`config.mk`:
```
export PLATFORM = sky130hd
export DESIGN_NAME = convolution_coprocessor_accumulator
export DESIGN_NICKNAME = d
export VERILOG_FILES = /design/src/rtl/convolution_coprocessor_pkg.sv /design/src/rtl/convolution_coprocessor_sat_adder.sv /design/src/rtl/convolution_coprocessor_accumulator.sv
export SDC_FILE = /design/constraint.sdc
export NUM_CORES = 1
export LEC_CHECK = 0
export CORE_ASPECT_RATIO = 1.75
export CORE_MARGIN = 2
export CORE_UTILIZATION = 45
export DETAILED_ROUTE_END_ITERATION = 8
export PLACE_DENSITY_LB_ADDON = 0.05
export SLEW_MARGIN = 20
export SYNTH_ARGS = -nofsm -noshare
export SYNTH_HDL_FRONTEND = slang
export SYNTH_SLANG_ARGS = --single-unit
export TNS_END_PERCENT = 100
```
`constraint.sdc`:
```
create_clock -name clk -period 3.7 [get_ports clk]
set_input_delay 0.74 -clock clk [delete_from_list [all_inputs] [get_ports clk]]
set_output_delay 0.74 -clock clk [all_outputs]
set_load 0.01 [all_outputs]
```
`src/rtl/convolution_coprocessor_pkg.sv`:
```
// Shared types and constants for the convolution coprocessor accumulator slice.
// Holds the accumulator FSM state encoding, the default datapath widths and a
// helper that produces the signed saturation bounds for any width.
package convolution_coprocessor_pkg;

    localparam int CONV_DATA_WIDTH = 22;
    localparam int CONV_ACC_WIDTH  = 32;

    typedef enum logic [1:0] {
        IDLE  = 2'd0,
        ACCUM = 2'd1,
        HOLD  = 2'd2
    } convState_e;

    // Largest (wantMax=1) or smallest (wantMax=0) signed value representable
    // in 'width' bits, returned sign-extended to 64 bits.
    function automatic logic signed [63:0] satBound(input int unsigned width, input logic wantMax);
        logic signed [63:0] one;
        one = 64'sd1;
        if (wantMax) begin
            return (one <<< (width - 1)) - 64'sd1;
        end
        return -(one <<< (width - 1));
    endfunction

endpackage

```
`src/rtl/convolution_coprocessor_sat_adder.sv`:
```
// Combinational saturating adder: adds a pre-extended sample to the running
// accumulator one bit wider than the accumulator, then clamps to the signed
// ACC_WIDTH range and flags when the clamp engaged.
module convolution_coprocessor_sat_adder
    import convolution_coprocessor_pkg::*;
#(
    parameter int ACC_WIDTH = CONV_ACC_WIDTH
) (
    input  logic [ACC_WIDTH-1:0] acc_i,
    input  logic [ACC_WIDTH:0]   sample_i,
    output logic [ACC_WIDTH-1:0] sum_o,
    output logic                 sat_o
);

    localparam logic signed [63:0] MAX_64 = satBound(ACC_WIDTH, 1'b1);
    localparam logic signed [63:0] MIN_64 = satBound(ACC_WIDTH, 1'b0);
    localparam logic signed [ACC_WIDTH:0] MAX_EXT = MAX_64[ACC_WIDTH:0];
    localparam logic signed [ACC_WIDTH:0] MIN_EXT = MIN_64[ACC_WIDTH:0];

    logic signed [ACC_WIDTH:0] sumWide;

    assign sumWide = $signed({acc_i[ACC_WIDTH-1], acc_i}) + $signed(sample_i);

    // Clamp the one-bit-wider sum back into the accumulator range.
    always_comb begin
        sum_o = sumWide[ACC_WIDTH-1:0];
        sat_o = 1'b0;
        if (sumWide > MAX_EXT) begin
            sum_o = MAX_EXT[ACC_WIDTH-1:0];
            sat_o = 1'b1;
        end else if (sumWide < MIN_EXT) begin
            sum_o = MIN_EXT[ACC_WIDTH-1:0];
            sat_o = 1'b1;
        end
    end

endmodule

```
`src/rtl/convolution_coprocessor_accumulator.sv`:
```
// Sequential signed accumulator for one convolution output tap. A job is
// started with a term count, samples arrive over a valid/ready handshake and
// are summed with saturation, and the result is held on a valid/ready output
// until the consumer takes it. A zero-length job produces a zero result.
module convolution_coprocessor_accumulator
    import convolution_coprocessor_pkg::*;
#(
    parameter int DATA_WIDTH = CONV_DATA_WIDTH,
    parameter int ACC_WIDTH  = CONV_ACC_WIDTH,
    parameter int LEN_WIDTH  = 6
) (
    input  logic                  clk,
    input  logic                  rst,
    input  logic                  start_i,
    input  logic [LEN_WIDTH-1:0]  len_i,
    input  logic [DATA_WIDTH-1:0] data_i,
    input  logic                  valid_i,
    output logic                  ready_o,
    output logic [ACC_WIDTH-1:0]  result_o,
    output logic                  result_valid_o,
    input  logic                  result_ready_i,
    output logic                  overflow_o,
    output logic                  busy_o
);

    convState_e            state_q;
    logic [ACC_WIDTH-1:0]  acc_q;
    logic [LEN_WIDTH-1:0]  count_q;
    logic                  sticky_q;
    logic [ACC_WIDTH-1:0]  result_q;
    logic                  resultValid_q;
    logic                  overflow_q;

    logic [ACC_WIDTH:0]    sampleExt;
    logic [ACC_WIDTH-1:0]  accNext_d;
    logic                  addSat_d;

    assign sampleExt = {{(ACC_WIDTH + 1 - DATA_WIDTH){data_i[DATA_WIDTH-1]}}, data_i};

    convolution_coprocessor_sat_adder #(
        .ACC_WIDTH (ACC_WIDTH)
    ) u_satAdder (
        .acc_i    (acc_q),
        .sample_i (sampleExt),
        .sum_o    (accNext_d),
        .sat_o    (addSat_d)
    );

    assign ready_o        = (state_q == ACCUM);
    assign busy_o         = (state_q != IDLE);
    assign result_o       = result_q;
    assign result_valid_o = resultValid_q;
    assign overflow_o     = overflow_q;

    // Job FSM: launch on start in IDLE, accumulate accepted samples, then hold the result.
    always_ff @(posedge clk) begin
        if (rst) begin
            state_q       <= IDLE;
            acc_q         <= '0;
            count_q       <= '0;
            sticky_q      <= 1'b0;
            result_q      <= '0;
            resultValid_q <= 1'b0;
            overflow_q    <= 1'b0;
        end else begin
            case (state_q)
                IDLE: begin
                    if (start_i) begin
                        if (len_i != '0) begin
                            acc_q    <= '0;
                            count_q  <= len_i;
                            sticky_q <= 1'b0;
                            state_q  <= ACCUM;
                        end else begin
                            result_q      <= '0;
                            overflow_q    <= 1'b0;
                            resultValid_q <= 1'b1;
                            state_q       <= HOLD;
                        end
                    end
                end
                ACCUM: begin
                    if (valid_i) begin
                        acc_q    <= accNext_d;
                        count_q  <= count_q - LEN_WIDTH'(1);
                        sticky_q <= sticky_q | addSat_d;
                        if (count_q == LEN_WIDTH'(1)) begin
                            result_q      <= accNext_d;
                            overflow_q    <= sticky_q | addSat_d;
                            resultValid_q <= 1'b1;
                            state_q       <= HOLD;
                        end
                    end
                end
                HOLD: begin
                    if (result_ready_i) begin
                        resultValid_q <= 1'b0;
                        state_q       <= IDLE;
                    end
                end
                default: begin
                    state_q <= IDLE;
                end
            endcase
        end
    end

endmodule

```
==> After elaboration in Yosys (flattened, before gate mapping) <==
Cells that the tools add are included.
{ "word_totals": {"reg_bits": 75, "out_inout_bits": 36, "inputBits": 33} }
{ "op_classes": {"n_addsub": 2, "magnitude_cmp": 2, "n_mux": 38, "reduce_logical": 9, "n_bitwise": 1, "n_eq_ne": 9} }
{ "ops": {"columns": ["op", "n"], "rows": [
  ["$mux 32", 9],
  ["$pmux 32 s2", 2],
  ["$add 32x22->33", 1],
  ["$gt 33x32->1 const B", 1],
  ["$lt 33x32->1 const B", 1],
  ["$mux 6", 3],
  ["$mux 1", 14],
  ["$pmux 6 s2", 1],
  ["$mux 2", 5],
  ["$ne 2x2->1 const B", 5],
  ["$reduce_and 4->1", 2],
  ["$eq 6x1->1 const B", 1],
  ["$pmux 2 s3", 1],
  ["$reduce_and 6->1", 1],
  ["$reduce_bool 6->1", 1],
  ["$sub 6x1->6 const B", 1],
  ["$reduce_and 5->1", 1],
  ["$pmux 1 s2", 2],
  ["$reduce_bool 2->1", 2],
  ["$pmux 1 s3", 1],
  ["$reduce_bool 3->1", 1],
  ["$eq 2x1->1 const B", 1],
  ["$eq 2x2->1 const B", 1],
  ["$logic_not 2->1", 1],
  ["2 further kinds", 2]
]} }

==> Depth between registers and ports, before layout <==
{ "logic_depth": {"depth_word": 8, "depth_mapped": 13, "ltp_nobuf": 12} }

==> By module <==
Synthesis repeated with hierarchy kept, for this count alone.
{ "unflattened": {"hier_cells": 672, "area_unflattened_um2": 5454.0} }
{ "modules_own_cells": {"columns": ["module", "cells_per_inst", "area_per_inst_um2", "n_inst"], "rows": [
  ["convolution_coprocessor_accumulator", 393, 3410.8, 1],
  ["convolution_coprocessor_sat_adder", 279, 2043.2, 1]
]} }

==> Least setup slack after synthesis <==
OpenSTA, ideal clock, no wires.
{ "synth_timing": {"path_type": "input-to-reg", "start": "in data_i[0]", "end": "reg result_q[10], in the netlist result_o[10]", "cell_stages": 13, "arrival_ps": 3409, "path_slack_ps": 210, "setup_ps": 80, "cell_sequence": "ha_1 -> inv_1 -> fa_1 -> nor2b_1 -> o2111ai_1 -> a21oi_1 -> o211ai_1 -> a211o_1 -> o32a_4 -> nor3_4 -> a21oi_1 -> buf_4 -> a211oi_2"} }
{ "synth_via": {"elab_chain_cells": 7, "elab_cells_between_ends": 8} }
{ "synth_rtl": {"columns": ["item", "line_no", "text"], "rows": [
  ["from (decl)", "convolution_coprocessor_accumulator.sv:16", "input logic [DATA_WIDTH-1:0] data_i,"],
  ["$add 32x22->33 (*)", "convolution_coprocessor_sat_adder.sv:22", "assign sumWide = $signed({acc_i[ACC_WIDTH-1], acc_i}) + $signed(sample_i);"],
  ["$lt 33x32->1", "convolution_coprocessor_sat_adder.sv:31", "end else if (sumWide < MIN_EXT) begin"],
  ["$mux 32", "convolution_coprocessor_sat_adder.sv:31", null],
  ["$mux 32 (*)", "convolution_coprocessor_sat_adder.sv:28", "if (sumWide > MAX_EXT) begin"],
  ["$mux 32 (*)", "convolution_coprocessor_accumulator.sv:87", "if (count_q == LEN_WIDTH'(1)) begin"],
  ["$mux 32 (*)", "convolution_coprocessor_accumulator.sv:83", "if (valid_i) begin"],
  ["$pmux 32 s2 (*)", "convolution_coprocessor_accumulator.sv:66", "case (state_q)"],
  ["to (signal assigned)", "convolution_coprocessor_accumulator.sv:88", "result_q <= accNext_d;"],
  ["to (decl)", "convolution_coprocessor_accumulator.sv:30", "logic [ACC_WIDTH-1:0] result_q;"]
]} }
Every way passes the cells marked *; elsewhere a longest branch is shown, timed or not. The select of a mux whose other input is x is not followed.
A chain may end at the register's enable or synchronous reset.

==> Worst setup path in the final report <==
{ "layout_timing": {"start": "in data_i[9]", "end": "reg acc_q[4]"} }
{ "layout_via": {"elab_chain_cells": 6, "elab_cells_between_ends": 7} }
{ "layout_rtl": {"columns": ["item", "line_no", "text"], "rows": [
  ["$add 32x22->33 (*)", "convolution_coprocessor_sat_adder.sv:22", null],
  ["$lt 33x32->1", "convolution_coprocessor_sat_adder.sv:31", null],
  ["$mux 32", "convolution_coprocessor_sat_adder.sv:31", null],
  ["$mux 32 (*)", "convolution_coprocessor_sat_adder.sv:28", null],
  ["$mux 32 (*)", "convolution_coprocessor_accumulator.sv:83", null],
  ["$pmux 32 s2 (*)", "convolution_coprocessor_accumulator.sv:66", null],
  ["to (signal assigned)", "convolution_coprocessor_accumulator.sv:84", "acc_q <= accNext_d;"],
  ["to (decl)", "convolution_coprocessor_accumulator.sv:27", "logic [ACC_WIDTH-1:0] acc_q;"]
]} }
Marks and branches as above.

==> impl_metrics.tcl <==
set metrics [dict create \
    outcome "finished clean" \
    fin_util_pct 64.7 \
    finalSetupViolCount 0 \
    wl_per_cell_um 16.2 \
    grt_pass1_vias 4953 \
    syn_avg_cell_area_um2 8.01 \
    clk_pin_slew_ns 0.06 \
    final_net_count 814 \
    fillers 936 \
    powerDensity_nw_per_um2 664 \
    cts-htree-levels 3 \
    drtIter0Drc 112 \
    placed_area_um2 6250 \
    clock_skew_ns 0.00429 \
    hold_viol 0 \
    numCtsBuffers 9 \
    rsz0062_at_grt "no" \
    antenna_found_initial 0 \
    worst_pin_slew_ns 0.797 \
    worst_slack_ns 0.154 \
    drive_above_1_share_pct 21.1 \
    fin_crit_sh_pct 95.9 \
    globalRouteMet1Util_pct 27.2 \
    syn2layout_area_growth_pct 40.4 \
    overflow 0 \
    die_y_um 140 \
    hold_path_depth 2 \
    path_max_fanout 13 \
    min-delay-start "result_o[25]$_SDFFE_PP0P_" \
    seq_area_um2 1500 \
    min_to "result_o[25]$_SDFFE_PP0P_" \
    multiInputGateArea_um2 3110 \
    track_usage_pct 25.7 \
    pin_count 69 \
    ys.flop_type "dfxtp_1" \
    hpwl_um 11100 \
    drv_cap 0 \
    rr_endpoint "acc_q[4]$_SDFFE_PP0P_" \
    yosys-top-cells-area "dfxtp_1, ha_1, nor2_1, nand2_1, a211oi_2" \
    port_buffers 68 \
    routabilityCongestion 0.928 \
    worst_r2r_startpoint "acc_q[0]$_SDFFE_PP0P_" \
    finalPower_uw 4420 \
    dr_total_vias 4841 \
    synth_edf_count 0 \
    layout_min_cycle_time_ns 3.55 \
    busiest_layer "met2" \
    grt_pass1_wl_um 22900 \
    hold_class "register to register" \
    critPathLaunchType "input pin" \
    cp-end-kind "register" \
    ys_seq_area_share_pct 31.7 \
    dieWidth_um 81.6 \
    instances_no_fill 875 \
    num_antenna_cells 0 \
    grt_use_met2_pct 47.9 \
    dp_slack_ns -0.490 \
    rows 49 \
    yosys.area.top_type "dfxtp_1" \
    max-vdd-ir-drop_mv 0.422 \
    ys_ff_latch 75 \
    required_ns 3.95 \
    synthCells 592 \
    clk_latency_ns 0.34 \
    cts_buffer_depth 2 \
    cts_sinks 75 \
    final_common_cell "buf_4" \
    yosysTopAreaCellShare_pct 31.7 \
    place_inst 857 \
    cp.arrival_ns 3.79 \
    cts_root_buffer "clkbuf_16" \
    via_per_inst 5.53 \
    r2r_slack_ns 0.41 \
    slew_violations 0 \
    drt_wl_total_um 14200 \
    dr.pass1.iters 4 \
    total_leakage_power_uw 0.00282 \
    start_util_pct 46.1 \
    max_slew_margin_pct 46.9 \
    cts_tree "built" \
    die-area_um2 11400 \
    fmax_mhz 282 \
    path_class "input pin to register" \
    grt_use_met3_pct 3.76 \
    ys_warn_count 0 \
    grt_max_degree 44 \
    ant_nets 0 \
    final_cell_mix "buf_4, dfxtp_1, nor2_1" \
    synth_cell_types 55 \
    r2r.worst_path.cells 14 \
    synth-async-reset-ratio_pct 0 \
    drc 0 \
    core_area_um2 10300 \
    postLayoutCellArea_um2 6660 \
    synth_area_um2 4740 \
    mappedNetlistNets 663 \
]
[stage by stage]
step                TNS, ns  hold slack [ns]
floorplan                 0            0.429
global route              0            0.478
global placement     -18.12            0.434
CTS                       0            0.457
detailed placement   -22.11            0.443
finish                    0            0.452
[power breakdown]
part	internal [uW]	switching, uW
clock network	562	357
logic	1110	1290
registers	984	117
[metal layers]
metal | wire length (um) | share of wire (%)
met1 | 5560 | 39
met3 | 405 | 2.9
met4 | 465 | 3.3
met2 | 7740 | 55
met5 | 0 | 0
[timing repair]
item	4_1_cts	5_1_grt
pin swaps	2	11
hold endpoints to repair	0	0
hold buffers	0	0
gates resized for setup	4	11
setup buffers	0	2
endpoints found under the setup margin	28	61
[registers in the layout, summed over array words and instances (netlist names)]
signal	cells
sticky_q	1
result_o	32
state_q	2
acc_q	32
count_q	6
result_valid_o	1
overflow_o	1
[worst max-delay path by stage]
stage | start | end
after floorplan | data_i[0] | result_o[10]$_SDFFE_PP0P_
after global placement | data_i[0] | acc_q[3]$_SDFFE_PP0P_
after detailed placement | data_i[0] | acc_q[4]$_SDFFE_PP0P_
after CTS | data_i[0] | result_o[29]$_SDFFE_PP0P_
after global routing | data_i[7] | acc_q[5]$_SDFFE_PP0P_
final | data_i[9] | acc_q[4]$_SDFFE_PP0P_
[cells in the mapped netlist (9+ instances only)]
library cell,n
a211oi_1,14
a211oi_2,18
a21o_1,21
a21oi_1,43
clkbuf_1,25
dfxtp_1,75
ha_1,37
inv_1,17
nand2_1,67
nand3_1,22
nor2_1,71
nor3_1,13
o21ai_0,39
xnor2_1,18
xor2_1,9
[logic make-up (layout without fill, tap and decap cells)]
logic type	after synthesis	in the layout	synth area share, %
compound gates	194	194	29.1
xor+xnor	27	27	4.99
fa+ha+maj	38	38	10.2
buf+inv	49	205	4.22
flops	75	75	31.7
mux	3	3	0.633
simple gates	206	206	19.3
[final cells by class]
cell class | instances | area share, %
clock buffer | 11 | 3.79
clock inverter | 5 | 0.902
inverter | 17 | 0.958
multi-input combinational | 468 | 46.7
sequential | 75 | 22.5
tap | 127 | 2.39
timing repair buffer | 172 | 22.7
[worst max-delay path, cell delays in order]
cell and delay [ns]:
clkdlybuf4s50_1 0.46, ha_4 0.30, buf_4 0.12, nand2_1 0.05, o21ai_1 0.12, a221o_1 0.22, o211ai_1 0.12, a211o_1 0.33
o32a_4 0.40, nor3_4 0.32, buf_4 0.18, a21oi_4 0.05, buf_12 0.15, a211oi_1 0.23
Power figures use the tool's default switching activity.
